--- config.mk ---
export PLATFORM = sky130hd
export DESIGN_NAME = sgf_seq_divider
export DESIGN_NICKNAME = d
export VERILOG_FILES = /design/src/rtl/sgf_seq_divider_pkg.sv /design/src/rtl/sgf_div_step.sv /design/src/rtl/sgf_seq_divider.sv
export SDC_FILE = /design/constraint.sdc
export NUM_CORES = 1
export LEC_CHECK = 0
export ABC_AREA = 0
export BUFFER_PORTS_ARGS = -buffer_cell sky130_fd_sc_hd__buf_2
export CORE_UTILIZATION = 45
export CTS_CLUSTER_SIZE = 24
export DETAILED_ROUTE_END_ITERATION = 10
export PLACE_DENSITY = 0.68
export RECOVER_POWER = 25
export SKIP_LAST_GASP = 1
export SYNTH_ARGS = -nofsm -noshare
export SYNTH_HDL_FRONTEND = slang
export SYNTH_SLANG_ARGS = --single-unit
--- constraint.sdc ---
create_clock -name clk -period 10.3 [get_ports clk]
set_input_delay 3.09 -clock clk [delete_from_list [all_inputs] [get_ports clk]]
set_output_delay 3.09 -clock clk [all_outputs]
set_load 0.005 [all_outputs]
--- src/rtl/sgf_seq_divider_pkg.sv ---
// Shared FPU divider definitions: FSM state encoding, default significand width
// and the iteration-counter width helper.
package sgf_seq_divider_pkg;

    typedef enum logic [1:0] {
        IDLE = 2'd0,
        RUN  = 2'd1,
        DONE = 2'd2
    } div_state_t;

    localparam int SW_DEFAULT = 56;

    // The counter must hold SW itself, not just SW-1.
    function automatic int cnt_width(input int sw);
        return $clog2(sw + 1);
    endfunction

endpackage

--- src/rtl/sgf_div_step.sv ---
// One restoring-division iteration: shift the next dividend bit into the partial
// remainder, trial-subtract the divisor and keep the result only if it is non-negative.
module sgf_div_step #(
    parameter int SW = 56
) (
    input  logic [SW:0]   r_in,
    input  logic          q_msb,
    input  logic [SW-1:0] b,
    output logic [SW:0]   r_out,
    output logic          q_bit
);

    logic [SW+1:0] shifted;
    logic [SW+1:0] trial;

    // The shifted remainder is below 2*B, so SW+2 bits are enough for a clean sign bit.
    always_comb begin
        shifted = {r_in, q_msb};
        trial   = shifted - {2'b00, b};
        q_bit   = ~trial[SW+1];
        r_out   = q_bit ? trial[SW:0] : shifted[SW:0];
    end

endmodule

--- src/rtl/sgf_seq_divider.sv ---
// Sequential radix-2 restoring significand divider with start/done handshake.
// Optional macro SGF_DIV_STICKY_EN adds the sticky_o output for the rounding stage.
module sgf_seq_divider
    import sgf_seq_divider_pkg::*;
#(
    parameter int SW = SW_DEFAULT
) (
    input  logic          clk,
    input  logic          rst,
    input  logic          start_i,
    input  logic [SW-1:0] Data_A_i,
    input  logic [SW-1:0] Data_B_i,
    output logic          ready_o,
    output logic          done_o,
    output logic          dbz_o,
`ifdef SGF_DIV_STICKY_EN
    output logic          sticky_o,
`endif
    output logic [SW-1:0] quotient_o,
    output logic [SW-1:0] remainder_o
);

    localparam int CW = cnt_width(SW);

    div_state_t    state;
    div_state_t    state_next;
    logic [SW:0]   r_reg;
    logic [SW:0]   r_next;
    logic [SW-1:0] q_reg;
    logic [SW-1:0] q_shifted;
    logic [SW-1:0] b_reg;
    logic [CW-1:0] cnt;
    logic          q_bit;
    logic          b_zero;
    logic          last_step;

    assign b_zero    = (Data_B_i == '0);
    assign last_step = (cnt == CW'(1));
    assign q_shifted = {q_reg[SW-2:0], q_bit};
    assign ready_o   = (state == IDLE);
    assign done_o    = (state == DONE);

    sgf_div_step #(.SW(SW)) u_step (
        .r_in  (r_reg),
        .q_msb (q_reg[SW-1]),
        .b     (b_reg),
        .r_out (r_next),
        .q_bit (q_bit)
    );

    always_ff @(posedge clk or posedge rst) begin
        if (rst) begin
            state <= IDLE;
        end else begin
            state <= state_next;
        end
    end

    // A zero divisor skips RUN entirely so the result appears after one cycle.
    always_comb begin
        state_next = state;
        case (state)
            IDLE: begin
                if (start_i) begin
                    state_next = b_zero ? DONE : RUN;
                end
            end
            RUN: begin
                if (last_step) begin
                    state_next = DONE;
                end
            end
            DONE:    state_next = IDLE;
            default: state_next = IDLE;
        endcase
    end

    always_ff @(posedge clk or posedge rst) begin
        if (rst) begin
            r_reg       <= '0;
            q_reg       <= '0;
            b_reg       <= '0;
            cnt         <= '0;
            dbz_o       <= 1'b0;
            quotient_o  <= '0;
            remainder_o <= '0;
`ifdef SGF_DIV_STICKY_EN
            sticky_o    <= 1'b0;
`endif
        end else begin
            case (state)
                IDLE: begin
                    if (start_i) begin
                        q_reg <= Data_A_i;
                        b_reg <= Data_B_i;
                        r_reg <= '0;
                        cnt   <= CW'(SW);
                        dbz_o <= b_zero;
                        if (b_zero) begin
                            quotient_o  <= '1;
                            remainder_o <= Data_A_i;
`ifdef SGF_DIV_STICKY_EN
                            sticky_o    <= |Data_A_i;
`endif
                        end
                    end
                end
                RUN: begin
                    r_reg <= r_next;
                    q_reg <= q_shifted;
                    cnt   <= cnt - CW'(1);
                    // Results are captured on the final step and held until overwritten.
                    if (last_step) begin
                        quotient_o  <= q_shifted;
                        remainder_o <= r_next[SW-1:0];
`ifdef SGF_DIV_STICKY_EN
                        sticky_o    <= |r_next[SW-1:0];
`endif
                    end
                end
                default: ;
            endcase
        end
    end

endmodule
==> flow_summary.yaml <==
run_status:
  status: "complete, but fails checks"
  violations: "capacitance limit, slew limit"
layout:
  area_growth_pct: 16.0
  largest_reg_flops: 57
  layout-drive-gt1-share_pct: 14.4
  fin_util_pct: 53.5
  final_nets: 2141
placed_design:
  hpwl_mm: 34.9
  numPortBuffers: 229
  routabilityCongestion: 0.926
  dp_slack_ns: 2.74
yosys:
  synth_nets: 1980
  yosysTopAreaCell: "dfrtp_1"
  ys_seq_elements: 290
  synth_top_area_share_pct: 46.4
  synthTopCellsByArea: "dfrtp_1 46%, o21ai_0 6.1%, nand2_1 6.0%"
  ys.flop_type: "dfrtp_1"
  synth_warnings: 0
  synth_commonest_cells: "290 x dfrtp_1, 251 x nand2_1, 189 x o21ai_0, 182 x a21oi_1, 166 x nor2_1"
  syn-cell-area_sq_mm: 0.0156
  synth.most_common_cell: "dfrtp_1"
  synth_area_per_cell_sq_um: 8.65
  netlist-cell-type-count: 71
  synth-edff-count: 0
  yosysSeqAreaShare_pct: 46.4
  synthArstFlopShare_pct: 100
  synth_cells: 1806
power:
  leakagePower_uw: 0.00872
  ir_drop_mv: 0.106
  p_comb_share_pct: 2.5
  cellPowerDensity_mw_per_mm2: 135
  p_sw_share_pct: 21.7
  finalPower_uw: 2450
  clockPowerShare_pct: 50.9
  seq_power_share_pct: 46.6
  internal_power_uw: 1910
  p_sw_uw: 532
route:
  wl_mm: 48.4
  drcViolationCount: 0
  dr.pass1.iters: 5
  routedWlPerCell_um: 19.8
  drt-initial-drc-count: 1022
  ant_nets: 0
  num_vias: 14000
  avgViaCountPerCell: 5.75
setup_path:
  rr_worst_depth: 9
  r2r-end: "remainder_o[19]"
  worstSetupEndpointType: "register"
  worstSetupStartpointType: "input pin"
  worstSetupPathType: "in -> reg"
  reg2reg_from: "state[0]"
  cp_max_fo: 106
  crit_end: "remainder_o[19]"
  cp-startpoint: "start_i"
  rrSetupSlack_ns: 4.76
  crit_required_ns: 10.77
  cp.arrival_ns: 7.95
clock_network:
  clkSinkCount: 290
  postCtsSetupRepairBufs: 0
  cts_hold_buffers: 0
  tritoncts: "built"
  htree_levels: 2
  numCtsBuffers: 34
  cts-root-buf: "clkbuf_16"
  clk_pin_slew_worst_paths_ns: 0.06
  clockBufferDepth: 3
  cts_resized: 0
  clk_latency_ns: 0.53
sta:
  period_share_pct: 72.7
  setup_viol: 0
  finalWorstSetupSlack_ns: 2.81
  hold_slack_ns: 0.470
  slew_headroom_pct: -164
  clock.fmax_ghz: 0.134
  report.final.slew_viol_count: 176
  rsz0062_at_grt: "no"
  fin_tns_setup_ns: 0
  finalClockSkew_ns: 0.0254
  max_slew.worst_pin.slew_ns: 3.96
  hold_violations: 0
  min_period_ns: 7.49
floorplanning:
  start_util_pct: 46.1
  rows: 67
  core_area_sq_mm: 0.0339
  die_y_um: 188
  die_area_sq_mm: 0.0355
  io_pins: 230
  die-width_um: 188
global_routing:
  gr-usage-all-layers_pct: 27.0
  grt_start_max_net_pins: 158
  grt_overflow: 0
  grt_pass1_vias: 13500
  antenna_found_initial: 2
  grt_pass1_wl_mm: 75.3
min_path:
  hold_path_class: "reg -> reg"
job:
  drv_cap: 3
-- critical path: stages --
cell and delay, ns:
clkbuf_1 0.09, and2_0 2.12, and2_1 0.72, nor2_4 0.07
inv_4 0.74, buf_4 0.58, o21ai_0 0.19, a21oi_1 0.17
a21o_1 0.11
-- cells by family (layout without fill, tap and decap cells) --
logic type / after synthesis / count (layout) / share of synthesized area (%)
and+or+nand+nor: 580 / 580 / 16.1
adders and majority gates: 59 / 59 / 4.77
buffers and inverters: 195 / 379 / 4.80
AOI/OAI and AO/OA: 589 / 589 / 22.3
xor gates and xnor gates: 52 / 52 / 2.91
muxes: 41 / 41 / 2.64
other: 0 / 2 / 0
DFF: 290 / 290 / 46.4
-- how the worst min path moves through the flow --
| stage | start | end | cells after the start | slack, ns |
|---|---|---|---|---|
| after CTS | remainder_o[27] | remainder_o[27] | 1 | 0.47 |
| after global placement | remainder_o[8] | remainder_o[8] | 1 | 0.46 |
| after detailed placement | remainder_o[27] | remainder_o[27] | 1 | 0.46 |
| after floorplan | b_reg[0] | b_reg[0] | 2 | 0.45 |
| after global routing | remainder_o[23] | remainder_o[23] | 1 | 0.49 |
| final | remainder_o[27] | remainder_o[27] | 1 | 0.47 |
-- final cells by class --
cell class / instances / area, sq um
inverters: 79 / 300
multi-input cells: 1321 / 7650
flip-flops and latches: 290 / 7260
clock inverters: 12 / 141
well taps: 448 / 561
repair buffers: 241 / 1210
clock buffers: 47 / 1000
diodes: 2 / 5.00
fillers: 3246 / 15700
-- cell usage in the layout (no fill, tap or decap), drive strengths merged, types with 8 or more instances in the layout --
cell type	synthesis	routed
buf	22	215
nor4	18	18
a21o	47	47
a31oi	61	61
inv	78	78
nand2	251	251
o21ai	193	193
o21bai	15	15
nand3	61	61
xnor2	33	33
xor2	19	19
nor3	9	9
dfrtp	290	290
and3	9	9
nand4	26	26
o211ai	12	12
clkinv	1	8
a21oi	182	182
ha	58	58
mux2i	39	39
clkbuf	94	73
o21a	11	11
nor2	166	166
nor2b	10	10
-- power by group through the flow --
stage	Sequential, uW	Combinational [uW]	Clock, uW
floorplan	1160	18.2	0
global placement	1160	62.9	0
detailed placement	1160	63.5	0
CTS	1140	63.6	1260
global route	1140	68.2	1310
finish	1140	61.7	1240
-- per-layer routing --
layer | global-route usage, % | vias to the layer above | share of wire (%)
li1 | - | 6685 | -
met1 | 35.4 | 6798 | 42
met2 | 44.4 | 464 | 48
met3 | 4.86 | 87 | 6.1
met4 | 10.7 | 2 | 3.7
met5 | 0 | - | 0.027
-- per-stage QoR --
stage | std cells | cell area (sq um)
after global routing | 2439 | 18100
after CTS | 2438 | 18200
after floorplan | 1806 | 15600
after detailed placement | 2379 | 17000
final | 2440 | 18100
after global placement | 2379 | 17000
Power figures use the tool's default switching activity.
